### src/rtl/mskdata_serializer_low_level_pkg.sv
// rtl/mskdata_serializer_low_level_pkg.sv - sizing helpers and FSM encoding for the masked serializer (optional SMAESH_SERIALIZER_RFRSH_EN)
`ifndef MSKSER_DIVIDES
`define MSKSER_DIVIDES(bits, rate) (((bits) % (rate)) == 0)
`endif

package mskdata_serializer_low_level_pkg;

    typedef enum logic {
        IDLE = 1'b0,
        BUSY = 1'b1
    } ser_state_t;

    function automatic int nstages(input int bits, input int rate);
        return bits / rate;
    endfunction

    function automatic int count_width(input int n);
        return (n > 1) ? $clog2(n) : 1;
    endfunction

endpackage

### src/rtl/mskdata_serializer_low_level_if.sv
// rtl/mskdata_serializer_low_level_if.sv - word input, chunk output and refresh-randomness signals of the masked serializer
interface mskdata_serializer_low_level_if #(
    parameter int d          = 2,
    parameter int BITS       = 256,
    parameter int RFRSH_RATE = 16
);
    logic                            in_valid;
    logic                            in_ready;
    logic [d*BITS-1:0]               sh_data_in;
    logic                            out_valid;
    logic                            out_ready;
    logic                            out_last;
    logic [d*RFRSH_RATE-1:0]         sh_data_out;
    logic [(d-1)*RFRSH_RATE-1:0]     rnd_rfrsh_in;
    logic                            rnd_ready;

    modport master (
        output in_valid, sh_data_in, out_ready, rnd_rfrsh_in,
        input  in_ready, out_valid, out_last, sh_data_out, rnd_ready
    );

    modport slave (
        input  in_valid, sh_data_in, out_ready, rnd_rfrsh_in,
        output in_ready, out_valid, out_last, sh_data_out, rnd_ready
    );
endinterface

### src/rtl/mskdata_serializer_low_level_refresh.sv
// rtl/mskdata_serializer_low_level_refresh.sv - d-share refresh of a W-bit chunk using (d-1)*W fresh random bits
module mskdata_serializer_low_level_refresh #(
    parameter int d = 2,
    parameter int W = 16
) (
    input  logic [d*W-1:0]     shares_in,
    input  logic [(d-1)*W-1:0] rnd,
    output logic [d*W-1:0]     shares_out
);
    logic [W-1:0] acc;

    // Shares 0..d-2 absorb one random word each; the last share absorbs their XOR.
    always_comb begin
        shares_out = shares_in;
        acc        = '0;
        for (int i = 0; i < d - 1; i++) begin
            shares_out[i*W +: W] = shares_in[i*W +: W] ^ rnd[i*W +: W];
            acc                  = acc ^ rnd[i*W +: W];
        end
        shares_out[(d-1)*W +: W] = shares_in[(d-1)*W +: W] ^ acc;
    end
endmodule

### src/rtl/mskdata_serializer_low_level_stage.sv
// rtl/mskdata_serializer_low_level_stage.sv - one-share chunk register with enable and load/shift select
module mskdata_serializer_low_level_stage #(
    parameter int W = 16
) (
    input  logic         clk,
    input  logic         en,
    input  logic         load,
    input  logic [W-1:0] load_data,
    input  logic [W-1:0] shift_data,
    output logic [W-1:0] q
);
    // Share data is deliberately not reset; only the control path is.
    always_ff @(posedge clk) begin
        if (en) begin
            q <= load ? load_data : shift_data;
        end
    end
endmodule

### src/rtl/mskdata_serializer_low_level.sv
// rtl/mskdata_serializer_low_level.sv - masked word-to-chunk serializer, LS chunk first; SMAESH_SERIALIZER_RFRSH_EN enables chunk refresh
module mskdata_serializer_low_level
    import mskdata_serializer_low_level_pkg::*;
#(
    parameter int d          = 2,
    parameter int BITS       = 256,
    parameter int RFRSH_RATE = 16
) (
    input logic                        clk,
    input logic                        rst_n,
    mskdata_serializer_low_level_if.slave bus
);
    localparam int NSTAGES = nstages(BITS, RFRSH_RATE);
    localparam int CW      = count_width(NSTAGES);
    localparam int R       = RFRSH_RATE;
    localparam int CHUNK_W = d * R;
    localparam logic [CW-1:0] LAST_IDX = CW'(NSTAGES - 1);

    if (!`MSKSER_DIVIDES(BITS, RFRSH_RATE)) begin : g_bad_cfg
        $error("RFRSH_RATE must divide BITS");
    end

    ser_state_t      state, state_nxt;
    logic [CW-1:0]   count, count_nxt;
    logic            is_last, load, shift, en;

    logic [R-1:0]       sreg [NSTAGES][d];
    logic [CHUNK_W-1:0] s0_shift_flat;
    logic [(d-1)*R-1:0] rnd_used;

    assign is_last       = (state == BUSY) && (count == LAST_IDX);
    assign bus.out_valid = (state == BUSY);
    assign bus.out_last  = is_last;
    assign bus.in_ready  = (state == IDLE) || (is_last && bus.out_ready);
    assign load          = bus.in_valid && bus.in_ready;
    assign shift         = (state == BUSY) && bus.out_ready && !is_last;
    assign en            = load || shift;

    always_ff @(posedge clk) begin
        if (!rst_n) begin
            state <= IDLE;
            count <= '0;
        end else begin
            state <= state_nxt;
            count <= count_nxt;
        end
    end

    // A load always wins: it can coincide with the last-chunk transfer.
    always_comb begin
        state_nxt = state;
        count_nxt = count;
        case (state)
            IDLE: begin
                if (load) begin
                    state_nxt = BUSY;
                    count_nxt = '0;
                end
            end
            BUSY: begin
                if (load) begin
                    state_nxt = BUSY;
                    count_nxt = '0;
                end else if (bus.out_ready) begin
                    if (is_last) begin
                        state_nxt = IDLE;
                        count_nxt = '0;
                    end else begin
                        count_nxt = count + 1'b1;
                    end
                end
            end
            default: begin
                state_nxt = IDLE;
                count_nxt = '0;
            end
        endcase
    end

`ifdef SMAESH_SERIALIZER_RFRSH_EN
    assign rnd_used      = bus.rnd_rfrsh_in;
    assign bus.rnd_ready = shift;
`else
    // Zero randomness turns the refresh tree into a plain wire.
    assign rnd_used      = '0;
    assign bus.rnd_ready = 1'b0;
`endif

    logic unused_rnd;
    assign unused_rnd = ^bus.rnd_rfrsh_in;

    if (NSTAGES > 1) begin : g_feed
        logic [CHUNK_W-1:0] s1_flat;
        for (genvar i = 0; i < d; i++) begin : g_pack
            assign s1_flat[i*R +: R] = sreg[1][i];
        end
        mskdata_serializer_low_level_refresh #(.d(d), .W(R)) u_refresh (
            .shares_in  (s1_flat),
            .rnd        (rnd_used),
            .shares_out (s0_shift_flat)
        );
    end else begin : g_single
        for (genvar i = 0; i < d; i++) begin : g_pack
            assign s0_shift_flat[i*R +: R] = sreg[0][i];
        end
    end

    for (genvar j = 0; j < NSTAGES; j++) begin : g_stage
        for (genvar i = 0; i < d; i++) begin : g_share
            logic [R-1:0] ld, nxt;

            // Sharewise bus: share i of bit k of chunk j sits at (j*R + k)*d + i.
            always_comb begin
                ld = '0;
                for (int b = 0; b < R; b++) begin
                    ld[b] = bus.sh_data_in[(j*R + b)*d + i];
                end
            end

            if (j == 0) begin : g_head
                assign nxt = s0_shift_flat[i*R +: R];
            end else if (j < NSTAGES - 1) begin : g_mid
                assign nxt = sreg[j+1][i];
            end else begin : g_tail
                assign nxt = sreg[j][i];
            end

            mskdata_serializer_low_level_stage #(.W(R)) u_stage (
                .clk        (clk),
                .en         (en),
                .load       (load),
                .load_data  (ld),
                .shift_data (nxt),
                .q          (sreg[j][i])
            );
        end
    end

    always_comb begin
        bus.sh_data_out = '0;
        for (int b = 0; b < R; b++) begin
            for (int i = 0; i < d; i++) begin
                bus.sh_data_out[b*d + i] = sreg[0][i][b];
            end
        end
    end
endmodule

### src/flat_wrapper.sv
// flat-port wrapper written by rule: the top's interface ports become plain ports
module mskdata_serializer_low_level_flat import mskdata_serializer_low_level_pkg::*;
#(
    parameter int d          = 2,
    parameter int BITS       = 256,
    parameter int RFRSH_RATE = 16
)
  (clk, rst_n, bus_in_valid, bus_sh_data_in, bus_out_ready, bus_rnd_rfrsh_in, bus_in_ready, bus_out_valid, bus_out_last, bus_sh_data_out, bus_rnd_ready);
  mskdata_serializer_low_level_if #(.d(d), .BITS(BITS), .RFRSH_RATE(RFRSH_RATE)) bus_i ();
  input logic clk;
  input logic rst_n;
  input wire logic [$bits(bus_i.in_valid)-1:0] bus_in_valid;
  input wire logic [$bits(bus_i.sh_data_in)-1:0] bus_sh_data_in;
  input wire logic [$bits(bus_i.out_ready)-1:0] bus_out_ready;
  input wire logic [$bits(bus_i.rnd_rfrsh_in)-1:0] bus_rnd_rfrsh_in;
  output wire logic [$bits(bus_i.in_ready)-1:0] bus_in_ready;
  output wire logic [$bits(bus_i.out_valid)-1:0] bus_out_valid;
  output wire logic [$bits(bus_i.out_last)-1:0] bus_out_last;
  output wire logic [$bits(bus_i.sh_data_out)-1:0] bus_sh_data_out;
  output wire logic [$bits(bus_i.rnd_ready)-1:0] bus_rnd_ready;
  assign bus_i.in_valid = bus_in_valid;
  assign bus_i.sh_data_in = bus_sh_data_in;
  assign bus_i.out_ready = bus_out_ready;
  assign bus_i.rnd_rfrsh_in = bus_rnd_rfrsh_in;
  assign bus_in_ready = bus_i.in_ready;
  assign bus_out_valid = bus_i.out_valid;
  assign bus_out_last = bus_i.out_last;
  assign bus_sh_data_out = bus_i.sh_data_out;
  assign bus_rnd_ready = bus_i.rnd_ready;
  mskdata_serializer_low_level #(.d(d), .BITS(BITS), .RFRSH_RATE(RFRSH_RATE)) u_core (.clk(clk), .rst_n(rst_n), .bus(bus_i));
endmodule
### config.mk
export PLATFORM = sky130hd
export DESIGN_NAME = mskdata_serializer_low_level_flat
export DESIGN_NICKNAME = d
export VERILOG_FILES = /design/src/rtl/mskdata_serializer_low_level_pkg.sv /design/src/rtl/mskdata_serializer_low_level_if.sv /design/src/rtl/mskdata_serializer_low_level_refresh.sv /design/src/rtl/mskdata_serializer_low_level_stage.sv /design/src/rtl/mskdata_serializer_low_level.sv /design/src/flat_wrapper.sv
export SDC_FILE = /design/constraint.sdc
export NUM_CORES = 1
export LEC_CHECK = 0
export BUFFER_PORTS_ARGS = -buffer_cell sky130_fd_sc_hd__buf_4
export CORE_AREA = 2 2 223 225
export DETAILED_ROUTE_END_ITERATION = 7
export DIE_AREA = 0 0 225 227
export PLACE_DENSITY = 0.69
export SLEW_MARGIN = 30
export SYNTH_ARGS = -nofsm -noshare
export SYNTH_HDL_FRONTEND = slang
export SYNTH_SLANG_ARGS = --single-unit
### constraint.sdc
create_clock -name clk -period 15.3 [get_ports clk]
set_input_delay 3.825 -clock clk [delete_from_list [all_inputs] [get_ports clk]]
set_output_delay 3.825 -clock clk [all_outputs]
set_load 0.02 [all_outputs]
Yosys cells after proc, flatten, opt, wreduce, memory -nomap -nowiden
Cells that the tools add are included.
Operators by class
  equal/unequal tests: 3
  reductions and logical operators: 10
  muxes and demuxes: 40
  bitwise operators: 1
  add/sub/neg operators: 1
Operator list (number)
  $mux 16: 30
  $mux 4: 4
  $pmux 4 s2: 1
  $logic_and 1x1->1: 5
  $add 4x1->4 const B: 1
  $eq 4x4->1 const B: 1
  $mux 1: 4
  $reduce_and 2->1: 2
  $ne 3x3->1 const B: 1
  $logic_or 1x1->1: 2
  $ne 2x2->1 const B: 1
  $pmux 1 s2: 1
  $logic_not 1->1: 1
  $not 1->1: 1
Storage, ports and cells
  logic and storage cells: 89
  output and inout port bits: 36
  bits in registers: 517

Depth between registers and ports, before layout
Gate-level depths: netlist (run 1).
  depth after elaboration: 7
  mapped depth: 6
  depth with buffers taken out: 4

Cells and area by module
From an unflattened synthesis (run 1), not the netlist that was laid out.
Second synthesis, totals
  cell total of the unflattened synthesis: 1155
  area, all modules: 23929.2 um^2
By module, submodules not included
  mskdata_serializer_low_level_stage: instances 32, cells each 34, sequential area each 480.5 um^2, area each 729.4 um^2
  mskdata_serializer_low_level: instances 1, cells each 35, sequential area each 100.1 um^2, area each 306.5 um^2
  mskdata_serializer_low_level_refresh: instances 1, cells each 32, sequential area each 0.0 um^2, area each 280.3 um^2

Least setup slack after synthesis (run 1)
No wires, ideal clock.
  kind: input to register
  start point: input bus_out_ready
  end point: register u_core.g_stage[0].g_share[0].u_stage.q[0], enable pin
  buffers on the path: 2
  slack: 3.632 ns
  library setup time: 0.677 ns
  stages on the path: 5
  data arrival time: 10.991 ns
  path through: nand4_1 -> a21boi_2 -> buf_6 -> clkbuf_8 -> a31o_2
On the way
  cells in the longest elaborated chain, start to end: 4
  elaborated cells between the ends (all ways): 6
RTL lines
  from (decl): RTL line flat_wrapper.sv:14  | input wire logic [$bits(bus_i.out_ready)-1:0] bus_out_ready;
  $logic_and 1x1->1: RTL line mskdata_serializer_low_level.sv:34  | assign bus.in_ready = (state == IDLE) || (is_last && bus.out_ready);
  $logic_or 1x1->1: RTL line mskdata_serializer_low_level.sv:34
  $logic_and 1x1->1: RTL line mskdata_serializer_low_level.sv:35  | assign load = bus.in_valid && bus.in_ready;
  $logic_or 1x1->1 (*): RTL line mskdata_serializer_low_level.sv:37  | assign en = load || shift;
  named net u_core.en: RTL line mskdata_serializer_low_level.sv:25  | logic is_last, load, shift, en;
  to (signal assigned): RTL line mskdata_serializer_low_level_stage.sv:15  | q <= load ? load_data : shift_data;
  to (decl): RTL line mskdata_serializer_low_level_stage.sv:10  | output logic [W-1:0] q
The timed path passes the listed nets; every way through them passes the cells marked *.
A chain may end at the register's enable or synchronous reset.

Final worst setup path (run 1)
  start point: input bus_out_ready
  end point: output bus_in_ready
On the way
  cells in the longest elaborated chain, start to end: 2
RTL lines
  $logic_and 1x1->1: RTL line mskdata_serializer_low_level.sv:34
  $logic_or 1x1->1: RTL line mskdata_serializer_low_level.sv:34
  to (decl): RTL line flat_wrapper.sv:16  | output wire logic [$bits(bus_i.in_ready)-1:0] bus_in_ready;
Every way passes these cells.

==> flow_metrics.env, run 1 <==
export IMPL_run_status="finished clean"
export IMPL_yosysMostFrequentCell="edfxtp_1"
export IMPL_synth_edff_count=512
export IMPL_power_switching_mw=0.705
export IMPL_grt_usage_pct=17.4
export IMPL_power_internal_mw=2.68
export IMPL_max_clock_path_buffers=3
export IMPL_cts_hold_buf=0
export IMPL_synth_top_area_cell="edfxtp_1"
export IMPL_synth_warnings=0
export IMPL_skew_ns=0.00870
export IMPL_areaGrowthSynthToFinish_pct=27.9
export IMPL_grt_setup_unrepaired="no"
export IMPL_cap_violations=0
export IMPL_grt_max_degree=192
export IMPL_layout_drive_gt1_share_pct=66.3
export IMPL_core_area_mm2=0.0485
export IMPL_end_kind="output port"
export IMPL_hp_class="reg -> reg"
export IMPL_place_inst=2206
export IMPL_cts_buffers=54
export IMPL_yosysSeqAreaShare_pct=71.1
export IMPL_finalHoldViolCount=0
export IMPL_place_congestion=0.777
export IMPL_clk_pin_slew_ns=0.06
export IMPL_cp_start_kind="input pin"
export IMPL_p_comb_share_pct=11.2
export IMPL_fin_cells=2312
export IMPL_fillers=3781
export IMPL_avgSynthCellArea_um2=20.1
export IMPL_grt_pass1_wl_um=67300
export IMPL_wl_per_cell_um=20.0
export IMPL_cp_arrival_ns=4.43
export IMPL_yosysTopAreaCellShare_pct=70.6
export IMPL_start_util_pct=44.9
export IMPL_cts_root_buf="clkbuf_16"
export IMPL_path_max_fanout=6
export IMPL_viasPerCell=4.91
export IMPL_postRouteAntennaNets=0
export IMPL_leakage_nw=10.4
export IMPL_max_slew_margin_rel_pct=44.5
export IMPL_drtIter0Drc=726
export IMPL_io_pins=568
export IMPL_synth_distinct_cells=24
export IMPL_dieHeight_um=227
export IMPL_netlist_instances=1081
export IMPL_final_max_slew_viol_count=0
export IMPL_die_area_mm2=0.0511
export IMPL_p_seq_share_pct=52.5
export IMPL_ctsResizeCount=0
export IMPL_overflow=0
export IMPL_setup_ws_ns=7.05
export IMPL_clk_insertion_delay_late_ns=0.58
export IMPL_tns_ns=0
export IMPL_synth_ff_type="edfxtp_1"
export IMPL_async_reset_ff_share_pct=0
export IMPL_fin_nets=2176
export IMPL_dr_pass1_iters=6
export IMPL_io_buffers=550
export IMPL_rows=81
export IMPL_synthesis_nets=1614
export IMPL_setup_viol=0
export IMPL_min_period_ns=8.25
export IMPL_antenna_found_initial=11
export IMPL_drc=0
export IMPL_dp_final_hpwl_um=31900
export IMPL_cts_tree="yes"
export IMPL_p_per_area_mw_per_mm2=121
export IMPL_syn_area_mm2=0.0218
export IMPL_h_tree_depth=2
export IMPL_fin_crit_sh_pct=53.9
export IMPL_netlist_top_cells_area="edfxtp_1 (71%), mux2_2 (25%), clkbuf_8 (2.8%), dfxtp_1 (0.46%), buf_6 (0.41%)"
export IMPL_pre_cts_ws_ns=7.05
export IMPL_cts_setup_buffers=0
export IMPL_worst_pin_slew_ns=0.832
export IMPL_vias=11400
export IMPL_swShare_pct=20.8
export IMPL_worstSetupPathType="in -> out"
export IMPL_drt_total_wl_um=46300
export IMPL_fmax_ghz=0.121
export IMPL_peakVddDrop_mv=0.0954
export IMPL_required_ns=11.48
export IMPL_ys_ff_latch=517
export IMPL_synth_common_cells="edfxtp_1 (512), mux2_2 (480), clkbuf_8 (45)"
export IMPL_clkPwrFrac_pct=36.3
export IMPL_clock_sinks=517
export IMPL_die_w_um=225
export IMPL_grt_pass1_vias=12000
==> power by group through the flow <==
stage                     combinational, mW  sequential (mW)  clock [mW]
after floorplan                       0.228             1.83           0
after global placement                0.366             1.80           0
after detailed placement              0.375             1.81           0
after CTS                             0.378             1.78        1.26
after global routing                  0.409             1.79        1.31
final                                 0.377             1.78        1.23
==> metal layers <==
layer	routed length, µm	GRT usage [%]	share of wire (%)
met1	17400	20.0	38
met2	23000	29.2	50
met3	4060	6.31	8.8
met4	1790	8.12	3.9
met5	40	0	0.086
==> cells by family after synthesis <==
family                     Yosys count  synth area share, %
AOI/OAI and AO/OA                    7                0.224
adders and majority gates            1               0.0575
buffers and inverters               57                 3.35
DFF                                517                 71.1
muxes                              481                 24.9
other                                1               0.0172
and+or+nand+nor                     17                0.408
==> flip-flops by register name, indices dropped and copies added (netlist names) <==
register / count
u_core.count: 4
u_core.bus.out_valid: 1
u_core.g_stage.g_share.u_stage.q: 512
==> layout by cell type, fill, tap and decap left out, types with 2 or more instances in the layout <==
| master | count |
|---|---|
| inv_6 | 2 |
| nand4_1 | 3 |
| nand2_1 | 4 |
| buf_12 | 4 |
| nand3_1 | 3 |
| bufinv_16 | 3 |
| edfxtp_1 | 512 |
| inv_1 | 2 |
| buf_16 | 4 |
| a21oi_1 | 3 |
| mux2_2 | 480 |
| clkbuf_16 | 55 |
| diode_2 | 7 |
| clkinv_2 | 10 |
| nor2_1 | 3 |
| clkinv_1 | 10 |
| clkbuf_1 | 14 |
| dfxtp_1 | 5 |
| buf_4 | 552 |
==> worst max-delay path, cell delays in order <==
cell and delay (ns):
buf_4 0.12, nand4_1 0.20, nand2_1 0.13, buf_4 0.15
==> final timing paths <==
check	slack, ns	endpoint	from	cells past startpoint
max	7.05	bus_in_ready	bus_out_ready	4
min	0.54	u_core.g_stage[11].g_share[0].u_stage.q[1]	u_core.g_stage[12].g_share[0].u_stage.q[1]	1
max reg2reg	11.54	u_core.g_stage[10].g_share[0].u_stage.q[10]	u_core.count[0]	7
min reg2reg	0.54	u_core.g_stage[11].g_share[0].u_stage.q[1]	u_core.g_stage[12].g_share[0].u_stage.q[1]	1
==> through the flow <==
step	area, µm²	total power [mW]	hold WS [ns]	utilization [%]
6_report	27800	3.38	0.538	57.4
5_1_grt	27800	3.51	0.552	57.4
4_1_cts	27700	3.42	0.527	57.2
3_5_place_dp	26100	2.18	0.519	53.8
3_3_place_gp	26100	2.17	0.462	53.7
2_1_floorplan	21800	2.06	0.449	-
==> cell type report <==
class | instances | area (µm²) | share of cell area, %
Inverter | 2 | 7.51 | 0.0270
Sequential cell | 517 | 15500 | 55.6
Timing Repair Buffer | 561 | 4350 | 15.6
Clock buffer | 69 | 1430 | 5.13
Clock inverter | 27 | 211 | 0.759
Antenna cell | 7 | 17.5 | 0.0629
Multi-Input combinational cell | 507 | 5590 | 20.1
Tap cell | 622 | 778 | 2.79
No activity file was read; power rests on OpenSTA's default activity.
==> run 2, diff against run 1 <==
--- a/config.mk
+++ b/config.mk
@@ -9,7 +9,7 @@
 export CORE_AREA = 2 2 223 225
 export DETAILED_ROUTE_END_ITERATION = 7
 export DIE_AREA = 0 0 225 227
-export PLACE_DENSITY = 0.69
+export PLACE_DENSITY = 0.72
 export SLEW_MARGIN = 30
 export SYNTH_ARGS = -nofsm -noshare
 export SYNTH_HDL_FRONTEND = slang
==> constraint.sdc (replaced) <==
create_clock -name clk -period 6.76 [get_ports clk]
set_input_delay 1.69 -clock clk [delete_from_list [all_inputs] [get_ports clk]]
set_output_delay 1.69 -clock clk [all_outputs]
set_load 0.02 [all_outputs]
==> run 2 against run 1 <==
Setup slack lost 4.3 ns. Worst hold slack lost 0.059 ns. Clock power grew 130%. Non-clock buffer count grew 10. Count of clock-buffer cells in the layout shrank 1. Global-route usage shrank 0.15 points. Critical path depth is the same. Critical endpoint unchanged. Highest routed layer unchanged.
==> flow_metrics.env, run 2 (synthesis gave the netlist of run 1 again) <==
export IMPL_h_tree_depth=2
export IMPL_leakage_nw=10.5
export IMPL_min_period_ns=3.97
export IMPL_p_comb_share_pct=11.2
export IMPL_cts_hold_buf=0
export IMPL_cts_root_buf="clkbuf_16"
export IMPL_worstHoldPathCells=2
export IMPL_pre_cts_ws_ns=2.17
export IMPL_required_ns=5.07
export IMPL_swShare_pct=20.6
export IMPL_finalHoldViolCount=0
export IMPL_dr_pass1_iters=6
export IMPL_worst_pin_slew_ns=0.947
export IMPL_r2r_end="u_core.g_stage[11].g_share[0].u_stage.q[10]"
export IMPL_max_clock_path_buffers=3
export IMPL_fmax_ghz=0.252
export IMPL_overflow=0
export IMPL_areaGrowthSynthToFinish_pct=28.4
export IMPL_clock_sinks=517
export IMPL_path_max_fanout=6
export IMPL_cp_arrival_ns=2.28
export IMPL_power_internal_mw=6.14
export IMPL_die_w_um=225
export IMPL_r2r_setup_slack_ns=3.67
export IMPL_skew_ns=0.0109
export IMPL_wl_per_cell_um=19.9
export IMPL_final_max_slew_viol_count=0
export IMPL_core_area_mm2=0.0485
export IMPL_setup_ws_ns=2.79
export IMPL_start_util_pct=44.9
export IMPL_viasPerCell=4.91
export IMPL_io_buffers=550
export IMPL_tns_ns=0
export IMPL_postRouteAntennaNets=0
export IMPL_max_slew_margin_rel_pct=36.8
export IMPL_cap_violations=0
export IMPL_drt_total_wl_um=46000
export IMPL_diodes=0
export IMPL_clk_insertion_delay_late_ns=0.58
export IMPL_worstRegToRegCells=7
export IMPL_vias=11300
export IMPL_final_common_cell="buf_4"
export IMPL_hp_class="reg -> reg"
export IMPL_end_kind="output port"
export IMPL_io_pins=568
export IMPL_peakVddDrop_mv=0.256
export IMPL_dp_final_hpwl_um=32200
export IMPL_clkPwrFrac_pct=36.7
export IMPL_ctsResizeCount=0
export IMPL_cts_buffers=54
export IMPL_grt_pass1_wl_um=66900
export IMPL_fillers=3674
export IMPL_hold_start="u_core.count[1]"
export IMPL_final_cell_mix="buf_4 (560), edfxtp_1 (512), mux2_2 (480), clkbuf_16 (57)"
export IMPL_cts_tree="yes"
export IMPL_clk_pin_slew_ns=0.06
export IMPL_p_seq_share_pct=52.0
export IMPL_layout_drive_gt1_share_pct=66.5
export IMPL_r2r_start="u_core.count[0]"
export IMPL_worstSetupPathType="in -> out"
export IMPL_p_per_area_mw_per_mm2=276
export IMPL_grt_pass1_vias=11800
export IMPL_fin_crit_sh_pct=58.7
export IMPL_drtIter0Drc=526
export IMPL_place_congestion=0.767
export IMPL_die_area_mm2=0.0511
export IMPL_drc=0
export IMPL_grt_max_degree=189
export IMPL_run_status="finished clean"
export IMPL_place_inst=2216
export IMPL_largest_reg_flops=512
export IMPL_dieHeight_um=227
export IMPL_fin_cells=2311
export IMPL_cp_start_kind="input pin"
export IMPL_hold_end="u_core.count[1]"
export IMPL_fin_nets=2186
export IMPL_grt_setup_unrepaired="no"
export IMPL_power_switching_mw=1.59
export IMPL_setup_viol=0
export IMPL_antenna_found_initial=1
export IMPL_grt_usage_pct=17.3
export IMPL_regMostFlops="u_core.g_stage.g_share.u_stage.q"
export IMPL_rows=81
export IMPL_cts_setup_buffers=0
-- run 2: cell count changes in the layout (fill, tap and decap cells not counted), moves of 2 or more --
cell / previous run / this run
diode_2: 7 / 0
buf_16: 4 / 2
clkbuf_16: 55 / 57
clkbuf_1: 14 / 11
buf_12: 4 / 8
buf_4: 552 / 560
clkinv_2: 10 / 7
-- run 2: how the worst max path moves through the flow --
stage	startpoint	to	slack, ns	cells after the start
final	bus_out_ready	bus_in_ready	2.79	4
after global routing	bus_out_ready	bus_in_ready	2.74	4
after CTS	bus_out_ready	bus_in_ready	2.80	4
after detailed placement	bus_out_ready	u_core.g_stage[0].g_share[0].u_stage.q[1]	2.17	5
after global placement	bus_out_ready	u_core.g_stage[0].g_share[0].u_stage.q[4]	2.20	5
after floorplan	bus_out_ready	u_core.g_stage[0].g_share[0].u_stage.q[0]	0.08	5
-- run 2: stage by stage --
stage                     util, %  instance area (µm²)  hold WS, ns  power (mW)
after floorplan                 -                21800        0.449        4.62
after CTS                    57.5                27900        0.480        7.83
after global placement       54.0                26200        0.465        4.92
after detailed placement     54.0                26200        0.471        4.96
final                        57.6                28000        0.479        7.73
after global routing         57.6                28000        0.507        8.02
-- run 2: power by group through the flow --
stage / sequential (mW) / clock (mW) / combinational [mW]
after floorplan: 4.11 / 0 / 0.516
after global placement: 4.08 / 0 / 0.846
after detailed placement: 4.09 / 0 / 0.869
after CTS: 4.02 / 2.92 / 0.876
after global routing: 4.05 / 3.04 / 0.941
final: 4.02 / 2.84 / 0.868
-- run 2: layout make-up --
class                      count  area (µm²)  area share, %
sequential                   517       15500           55.3
multi-input combinational    507        5590           20.0
timing repair buffer         571        4430           15.9
clock buffer                  68        1470           5.25
tap                          622         778           2.78
clock inverter                24         213          0.761
inverter                       2        7.51         0.0268
-- run 2: critical path, cell delays in order --
cell	delay, ns
buf_4	0.12
nand4_1	0.20
nand2_1	0.12
buf_4	0.15
-- run 2: per-layer routing --
| metal | track usage [%] | vias up | routed length [µm] |
|---|---|---|---|
| li1 | - | 5440 | - |
| met4 | 6.11 | 2 | 1290 |
| met5 | 0 | - | 13 |
| met3 | 5.72 | 83 | 3910 |
| met1 | 20.5 | 5423 | 17700 |
| met2 | 29.5 | 398 | 23100 |
